===== src/rtl/mem_bridge_pkg.sv =====
// rtl/mem_bridge_pkg.sv - shared types and constants for the mem_bridge SRAM controller
package mem_bridge_pkg;

  typedef enum logic [1:0] {
    IDLE   = 2'd0,
    ACCESS = 2'd1,
    DONE   = 2'd2
  } state_t;

  localparam logic PORT_INST = 1'b0;
  localparam logic PORT_DATA = 1'b1;

  localparam int WAIT_STATES_MAX = 7;

endpackage


===== src/rtl/mem_bridge_if.sv =====
// rtl/mem_bridge_if.sv - core fetch/data ports and SRAM pins of mem_bridge
interface mem_bridge_if #(
  parameter int ADDR_W = 20
);
  logic              inst_ce_i;
  logic [31:0]       inst_addr_i;
  logic [31:0]       inst_data_o;
  logic              inst_ready_o;

  logic              data_ce_i;
  logic              data_we_i;
  logic [3:0]        data_sel_i;
  logic [31:0]       data_addr_i;
  logic [31:0]       data_data_i;
  logic [31:0]       data_data_o;
  logic              data_ready_o;

  logic              stall_o;

  logic [ADDR_W-1:0] sram_addr_o;
  logic [31:0]       sram_data_o;
  logic [31:0]       sram_data_i;
  logic              sram_ce_n_o;
  logic              sram_oe_n_o;
  logic              sram_we_n_o;
  logic [3:0]        sram_be_n_o;

  // master: the core plus the SRAM device; slave: the bridge itself
  modport master (
    output inst_ce_i, inst_addr_i,
    output data_ce_i, data_we_i, data_sel_i, data_addr_i, data_data_i,
    input  inst_data_o, inst_ready_o, data_data_o, data_ready_o, stall_o,
    input  sram_addr_o, sram_data_o, sram_ce_n_o, sram_oe_n_o, sram_we_n_o, sram_be_n_o,
    output sram_data_i
  );

  modport slave (
    input  inst_ce_i, inst_addr_i,
    input  data_ce_i, data_we_i, data_sel_i, data_addr_i, data_data_i,
    output inst_data_o, inst_ready_o, data_data_o, data_ready_o, stall_o,
    output sram_addr_o, sram_data_o, sram_ce_n_o, sram_oe_n_o, sram_we_n_o, sram_be_n_o,
    input  sram_data_i
  );

endinterface


===== src/rtl/mem_bridge_ibuf.sv =====
// rtl/mem_bridge_ibuf.sv - one-entry instruction buffer (valid, word tag, data) for mem_bridge
module mem_bridge_ibuf #(
  parameter int ADDR_W = 20
) (
  input  logic              clk,
  input  logic              rst,
  input  logic [ADDR_W-1:0] lookup_addr,
  output logic              hit,
  output logic [31:0]       data,
  input  logic              fill,
  input  logic [ADDR_W-1:0] fill_addr,
  input  logic [31:0]       fill_data,
  input  logic              inval,
  input  logic [ADDR_W-1:0] inval_addr
);
  logic              valid;
  logic [ADDR_W-1:0] tag;
  logic [31:0]       word;

  assign hit  = valid && (tag == lookup_addr);
  assign data = word;

  always_ff @(posedge clk) begin
    if (rst) begin
      valid <= 1'b0;
      tag   <= '0;
      word  <= '0;
    end else if (fill) begin
      valid <= 1'b1;
      tag   <= fill_addr;
      word  <= fill_data;
    end else if (inval && (inval_addr == tag)) begin
      valid <= 1'b0;
    end
  end

endmodule


===== src/rtl/mem_bridge.sv =====
// rtl/mem_bridge.sv - fetch/data arbiter onto one async SRAM; MEM_BRIDGE_INST_BUF_EN adds an instruction buffer
module mem_bridge
  import mem_bridge_pkg::*;
#(
  parameter int WAIT_STATES = 1,
  parameter int ADDR_W      = 20
) (
  input  logic        clk,
  input  logic        rst,
  mem_bridge_if.slave bus
);
  localparam int         WAIT_EFF = (WAIT_STATES > WAIT_STATES_MAX) ? WAIT_STATES_MAX : WAIT_STATES;
  localparam logic [2:0] WAIT_CNT = 3'(WAIT_EFF);

  state_t            state, state_nx;
  logic [2:0]        cnt;
  logic              port, sel_port;
  logic              we_lat, we_nx;
  logic              start, hit_take;
  logic              last_access;
  logic [ADDR_W-1:0] req_addr;
  logic              ibuf_hit;
  logic [31:0]       ibuf_data;
  logic              unused_addr_bits;

  assign unused_addr_bits = ^{bus.inst_addr_i[31:ADDR_W+2], bus.inst_addr_i[1:0],
                              bus.data_addr_i[31:ADDR_W+2], bus.data_addr_i[1:0]};

  assign bus.stall_o = (bus.inst_ce_i & ~bus.inst_ready_o) | (bus.data_ce_i & ~bus.data_ready_o);

  assign last_access = (state == ACCESS) && (cnt == 3'd0);
  assign req_addr    = (sel_port == PORT_DATA) ? bus.data_addr_i[ADDR_W+1:2]
                                               : bus.inst_addr_i[ADDR_W+1:2];
  assign we_nx       = start ? ((sel_port == PORT_DATA) && bus.data_we_i) : we_lat;

`ifdef MEM_BRIDGE_INST_BUF_EN
  mem_bridge_ibuf #(.ADDR_W(ADDR_W)) u_ibuf (
    .clk         (clk),
    .rst         (rst),
    .lookup_addr (bus.inst_addr_i[ADDR_W+1:2]),
    .hit         (ibuf_hit),
    .data        (ibuf_data),
    .fill        (last_access && (port == PORT_INST)),
    .fill_addr   (bus.sram_addr_o),
    .fill_data   (bus.sram_data_i),
    .inval       ((state == DONE) && (port == PORT_DATA) && we_lat),
    .inval_addr  (bus.sram_addr_o)
  );
`else
  assign ibuf_hit  = 1'b0;
  assign ibuf_data = '0;
`endif

  // Data port always wins in IDLE; a buffered fetch skips ACCESS entirely
  always_comb begin
    state_nx = state;
    start    = 1'b0;
    hit_take = 1'b0;
    sel_port = PORT_INST;
    case (state)
      IDLE: begin
        if (bus.data_ce_i) begin
          sel_port = PORT_DATA;
          start    = 1'b1;
          state_nx = ACCESS;
        end else if (bus.inst_ce_i && ibuf_hit) begin
          hit_take = 1'b1;
          state_nx = DONE;
        end else if (bus.inst_ce_i) begin
          start    = 1'b1;
          state_nx = ACCESS;
        end
      end
      ACCESS:  if (cnt == 3'd0) state_nx = DONE;
      DONE:    state_nx = IDLE;
      default: state_nx = IDLE;
    endcase
  end

  always_ff @(posedge clk) begin
    if (rst) begin
      state            <= IDLE;
      cnt              <= 3'd0;
      port             <= PORT_INST;
      we_lat           <= 1'b0;
      bus.sram_ce_n_o  <= 1'b1;
      bus.sram_oe_n_o  <= 1'b1;
      bus.sram_we_n_o  <= 1'b1;
      bus.sram_be_n_o  <= 4'hF;
      bus.sram_addr_o  <= '0;
      bus.sram_data_o  <= '0;
      bus.inst_ready_o <= 1'b0;
      bus.data_ready_o <= 1'b0;
      bus.inst_data_o  <= '0;
      bus.data_data_o  <= '0;
    end else begin
      state            <= state_nx;
      we_lat           <= we_nx;
      bus.inst_ready_o <= 1'b0;
      bus.data_ready_o <= 1'b0;
      // Strobes are registered from the next state so they line up with ACCESS
      bus.sram_ce_n_o  <= !(state_nx == ACCESS);
      bus.sram_oe_n_o  <= !((state_nx == ACCESS) && !we_nx);
      bus.sram_we_n_o  <= !((state_nx == ACCESS) && we_nx);

      if (start) begin
        cnt             <= WAIT_CNT;
        port            <= sel_port;
        bus.sram_addr_o <= req_addr;
        bus.sram_be_n_o <= (sel_port == PORT_DATA) ? ~bus.data_sel_i : 4'b0000;
        if (sel_port == PORT_DATA) bus.sram_data_o <= bus.data_data_i;
      end else if ((state == ACCESS) && (cnt != 3'd0)) begin
        cnt <= cnt - 3'd1;
      end

      if (last_access) begin
        if (port == PORT_DATA) begin
          bus.data_ready_o <= 1'b1;
          if (!we_lat) bus.data_data_o <= bus.sram_data_i;
        end else begin
          bus.inst_ready_o <= 1'b1;
          bus.inst_data_o  <= bus.sram_data_i;
        end
      end

      if (hit_take) begin
        port             <= PORT_INST;
        bus.inst_ready_o <= 1'b1;
        bus.inst_data_o  <= ibuf_data;
      end
    end
  end

endmodule


===== src/flat_wrapper.sv =====
// flat-port wrapper written by rule: the top's interface ports become plain ports
module mem_bridge_flat import mem_bridge_pkg::*;
#(
  parameter int WAIT_STATES = 1,
  parameter int ADDR_W      = 20
)
  (clk, rst, bus_inst_ce_i, bus_inst_addr_i, bus_data_ce_i, bus_data_we_i, bus_data_sel_i, bus_data_addr_i, bus_data_data_i, bus_inst_data_o, bus_inst_ready_o, bus_data_data_o, bus_data_ready_o, bus_stall_o, bus_sram_addr_o, bus_sram_data_o, bus_sram_ce_n_o, bus_sram_oe_n_o, bus_sram_we_n_o, bus_sram_be_n_o, bus_sram_data_i);
  mem_bridge_if #(.ADDR_W(ADDR_W)) bus_i ();
  input  logic clk;
  input  logic rst;
  input wire logic [$bits(bus_i.inst_ce_i)-1:0] bus_inst_ce_i;
  input wire logic [$bits(bus_i.inst_addr_i)-1:0] bus_inst_addr_i;
  input wire logic [$bits(bus_i.data_ce_i)-1:0] bus_data_ce_i;
  input wire logic [$bits(bus_i.data_we_i)-1:0] bus_data_we_i;
  input wire logic [$bits(bus_i.data_sel_i)-1:0] bus_data_sel_i;
  input wire logic [$bits(bus_i.data_addr_i)-1:0] bus_data_addr_i;
  input wire logic [$bits(bus_i.data_data_i)-1:0] bus_data_data_i;
  output wire logic [$bits(bus_i.inst_data_o)-1:0] bus_inst_data_o;
  output wire logic [$bits(bus_i.inst_ready_o)-1:0] bus_inst_ready_o;
  output wire logic [$bits(bus_i.data_data_o)-1:0] bus_data_data_o;
  output wire logic [$bits(bus_i.data_ready_o)-1:0] bus_data_ready_o;
  output wire logic [$bits(bus_i.stall_o)-1:0] bus_stall_o;
  output wire logic [$bits(bus_i.sram_addr_o)-1:0] bus_sram_addr_o;
  output wire logic [$bits(bus_i.sram_data_o)-1:0] bus_sram_data_o;
  output wire logic [$bits(bus_i.sram_ce_n_o)-1:0] bus_sram_ce_n_o;
  output wire logic [$bits(bus_i.sram_oe_n_o)-1:0] bus_sram_oe_n_o;
  output wire logic [$bits(bus_i.sram_we_n_o)-1:0] bus_sram_we_n_o;
  output wire logic [$bits(bus_i.sram_be_n_o)-1:0] bus_sram_be_n_o;
  input wire logic [$bits(bus_i.sram_data_i)-1:0] bus_sram_data_i;
  assign bus_i.inst_ce_i = bus_inst_ce_i;
  assign bus_i.inst_addr_i = bus_inst_addr_i;
  assign bus_i.data_ce_i = bus_data_ce_i;
  assign bus_i.data_we_i = bus_data_we_i;
  assign bus_i.data_sel_i = bus_data_sel_i;
  assign bus_i.data_addr_i = bus_data_addr_i;
  assign bus_i.data_data_i = bus_data_data_i;
  assign bus_inst_data_o = bus_i.inst_data_o;
  assign bus_inst_ready_o = bus_i.inst_ready_o;
  assign bus_data_data_o = bus_i.data_data_o;
  assign bus_data_ready_o = bus_i.data_ready_o;
  assign bus_stall_o = bus_i.stall_o;
  assign bus_sram_addr_o = bus_i.sram_addr_o;
  assign bus_sram_data_o = bus_i.sram_data_o;
  assign bus_sram_ce_n_o = bus_i.sram_ce_n_o;
  assign bus_sram_oe_n_o = bus_i.sram_oe_n_o;
  assign bus_sram_we_n_o = bus_i.sram_we_n_o;
  assign bus_sram_be_n_o = bus_i.sram_be_n_o;
  assign bus_i.sram_data_i = bus_sram_data_i;
  mem_bridge #(.WAIT_STATES(WAIT_STATES), .ADDR_W(ADDR_W)) u_core (.clk(clk), .rst(rst), .bus(bus_i));
endmodule

===== config.mk =====
export PLATFORM = sky130hd
export DESIGN_NAME = mem_bridge_flat
export DESIGN_NICKNAME = d
export VERILOG_FILES = /design/src/rtl/mem_bridge_pkg.sv /design/src/rtl/mem_bridge_if.sv /design/src/rtl/mem_bridge_ibuf.sv /design/src/rtl/mem_bridge.sv /design/src/flat_wrapper.sv
export SDC_FILE = /design/constraint.sdc
export NUM_CORES = 1
export LEC_CHECK = 0
export BUFFER_PORTS_ARGS = -buffer_cell sky130_fd_sc_hd__buf_2
export CORE_ASPECT_RATIO = 0.7
export CORE_MARGIN = 2
export CORE_UTILIZATION = 35
export CTS_CLUSTER_SIZE = 10
export DETAILED_ROUTE_END_ITERATION = 10
export GPL_TIMING_DRIVEN = 0
export PLACE_DENSITY = 0.67
export SLEW_MARGIN = 20
export SYNTH_ARGS = -nofsm -noshare
export SYNTH_HDL_FRONTEND = slang
export SYNTH_HIERARCHICAL = 1
export SYNTH_SLANG_ARGS = --single-unit

===== constraint.sdc =====
create_clock -name clk -period 1.73 [get_ports clk]
set_input_delay 0.0865 -clock clk [delete_from_list [all_inputs] [get_ports clk]]
set_output_delay 0.0865 -clock clk [all_outputs]
set_load 0.02 [all_outputs]

==> results.md <==
- Status: finished, final reports clean
- Synth top area share: 51.5%
- Area fraction in compound gates after synthesis: 9.79%
- Simple-Gate Fraction of Synth Area: 22.2%
- DR pass1 iterations: 4
- Crit Path Category: reg -> reg
- Die H: 105 µm
- Ys Warns: 6
- Rel. slew slack: 61.2%
- Setup crit start kind: flip-flop
- Max-slew violation count: 0
- Count of flip-flops with a built-in enable after synthesis: 0
- Initial antenna violation count: 0
- Via count: 4,906
- Cells along the critical path: inv_2 > ha_4 > nand4bb_1 > buf_6 > or3b_4 > clkbuf_16 > mux2i_1
- RSZ-0062 raised after global routing: true
- Multiplexer share of the synthesized area: 12.5%
- Core box area: 14,100 µm²
- Vias in the first global route: 5,119
- Final Cycle Share: 97.4%
- Power Total: 8250 µW
- MaxCap Viol Count: 0
- Area delta synth->final: 62.2%
- Tightest Hold Check Type: in -> reg
- Global route total overflow: 0
- Routed WL: 16.2 mm
- Clock skew: 0.00863 ns
- Worst slew pin tran: 0.583 ns
- Synth Cell Area: 5130 µm²
- Clock tree sinks: 132
- DIE AREA: 15,600 µm²
- HPWL Detailed: 10.4 mm
- CP max stage delay: 0.47 ns
- Root buffer cell: clkbuf_16
- Total leakage power: 0.00397 µW
- Crit path depth: 7
- Final hold slack: 0.0184 ns
- Biggest area consumer among synthesized cells: dfxtp_1
- Min Tclk post-route: 1.68 ns
- Crit path max-delay family: simple AND/OR/NAND/NOR gates
- CP required: 2.02 ns
- Clk_lat worst skew: 0.40 ns
- # port buffers: 237
- Peak supply drop: 0.643 mV
- Clock-pin transition on the worst setup and hold timing paths: 0.06 ns
- Register bit total from synthesis: 132
- Mapped Avg Cell Area: 9.88 µm²
- Crit. End Element: flip-flop
- GR Util All Layers: 20.1%
- Top FF cell, synth: dfxtp_1
- Fin nets: 1,024
- First-pass GRT wire length: 25.3 mm
- Layout cells sized above 1: 34.2%
- Diode count: 0
- Worst Path Buf+Inv: 3
- CTS HTree Levels: 4
- Rows: 36
- Num ports: 263
- Clock Path Buffers: 2
- Worst EP arrival: 1.97 ns
- Post-synth net total: 658
- Sequential cell area fraction in the yosys report: 51.5%
- Starting Density: 36.4%
- Synth async-reset ratio: 0%
- Distinct cell type count after synthesis: 37
- Largest family of logic cells by synthesized area: simple AND/OR/NAND/NOR gates
- P per Cell Area: 991 nW/µm²
- Final hold vios: 0
- R2R depth: 7
- Vias per cell: 4.51
- Largest net degree at the start of global routing: 19
- Die X-Extent: 149 µm
- Critical path fanouts, max: 5
- Final setup vio count: 0
- TritonCTS buffer count: 17
- Post-Syn Instances: 519
- GP Congestion: 0.754
- Residual DRC: 0
- F_max: 0.594 GHz
- Post-route ant nets: 0
- CTS tree: done
- Largest cells by area after synthesis: dfxtp_1 (52%), mux2i_1 (12%), nand2b_1 (12%)
- 1st-iter DRT viols: 165
- WL/cell: 14.9 µm
- Hold path depth: 3
- Slowest cell on the critical path: or3b_4
- Synth Area in Adders: 0.488%
- Xor/xnor share of the synthesized area: 0%
==> worst register-to-register path: stages, from the launching register on <==
cell and delay [ns]:
dfxtp_2 0.32, inv_2 0.07, ha_4 0.13, nand4bb_1 0.12, buf_6 0.15, or3b_4 0.47, clkbuf_16 0.20, mux2i_1 0.11
==> final timing paths <==
check,from,to,slack [ns]
worst max-delay path,u_core/cnt[0],u_core/bus.data_data_o[18],0.05
worst min-delay path,bus_data_addr_i[17],u_core/bus.sram_addr_o[15],0.02
worst max register to register,u_core/cnt[0],u_core/bus.data_data_o[18],0.05
worst min register to register,u_core/bus.sram_data_o[6],u_core/bus.sram_data_o[6],0.45
==> placed cells by master (no fill, tap or decap), types with 2 or more instances in the layout <==
| master | n |
|---|---|
| inv_6 | 7 |
| inv_1 | 4 |
| or2_2 | 3 |
| a221o_1 | 21 |
| mux2i_1 | 64 |
| a211o_1 | 4 |
| and2_1 | 21 |
| clkinvlp_4 | 3 |
| buf_2 | 239 |
| clkinv_4 | 3 |
| clkbuf_1 | 19 |
| a21oi_1 | 35 |
| dlygate4sd3_1 | 105 |
| dfxtp_1 | 131 |
| nand2b_1 | 97 |
| inv_2 | 2 |
| buf_6 | 3 |
| nand2_1 | 65 |
| o21ai_0 | 5 |
| clkbuf_2 | 7 |
| nor2_1 | 7 |
| clkbuf_16 | 19 |
| buf_4 | 8 |
==> synthesized netlist by cell type (2+ instances only) <==
library cell and instances:
dfxtp_1 132, nand2b_1 97, nand2_1 65, mux2i_1 64, a21oi_1 35, clkbuf_1 30, a221o_1 21, and2_1 21
nor2_1 7, inv_1 6, o21ai_0 5, a211o_1 4, buf_2 4, or2_2 3, buf_4 2, ha_1 2
==> sequential cells by signal, summed over array words and instances, names as in the netlist <==
register / flops
u_core/bus.data_ready_o: 1
u_core/bus.sram_data_o: 32
u_core/bus.sram_be_n_o: 4
u_core/bus.sram_oe_n_o: 1
u_core/cnt: 3
u_core/we_lat: 1
u_core/bus.sram_ce_n_o: 1
u_core/bus.sram_we_n_o: 1
u_core/bus.data_data_o: 32
u_core/bus.sram_addr_o: 20
u_core/port: 1
u_core/state: 2
u_core/bus.inst_data_o: 32
u_core/bus.inst_ready_o: 1
==> repair_timing <==
item / 4_1_cts / 5_1_grt
hold buffers: 105 / 0
gates cloned: 0 / 3
hold endpoints to repair: 122 / 0
endpoints found under the setup margin: 61 / 89
setup buffers: 2 / 4
gates resized for setup: 11 / 25
pin swaps: 2 / 2
==> report_power, final <==
group | total [µW] | internal, µW | switching [µW]
sequential | 3370 | 3260 | 115
combinational | 1510 | 702 | 812
clock | 3360 | 1910 | 1450
total | 8250 | 5860 | 2380
==> area by class of cell <==
cell class,count,area [µm²]
plain buffers,33,174
clock buffers,18,439
clock inverters,14,115
fillers,1218,5780
inverters,6,22.5
multi-input cells,344,2340
flip-flops and latches,132,2640
well taps,190,238
repair buffers,351,2340
==> kinds of logic (layout without fill, tap and decap cells) <==
family / after synthesis / count (layout)
compound gates: 72 / 72
buf+inv: 43 / 422
simple gates: 206 / 206
mux: 64 / 64
flops: 132 / 132
fa+ha+maj: 2 / 2
==> per-stage QoR <==
stage | utilization [%] | TNS, ns | cells | worst slack (ns) | area (µm²)
after CTS | 58.1 | 0 | 1083 | 0.00798 | 8190
after global placement | 46.5 | -16.90 | 946 | -0.364 | 6550
after detailed placement | 46.5 | -17.29 | 946 | -0.375 | 6550
after floorplan | - | 0 | 519 | 0.0659 | 5130
after global routing | 59.0 | -0.200 | 1088 | -0.0248 | 8320
final | 59.0 | 0 | 1088 | 0.0457 | 8320
==> routing by layer <==
| layer | vias to the layer above | share of wire [%] | track usage (%) |
|---|---|---|---|
| met5 | - | 0 | 0 |
| met4 | 0 | 0.85 | 4.63 |
| met3 | 15 | 6.6 | 5.89 |
| met2 | 164 | 46 | 33.6 |
| met1 | 2234 | 46 | 25.7 |
| li1 | 2493 | - | - |
(Power assumes the default switching activity.)
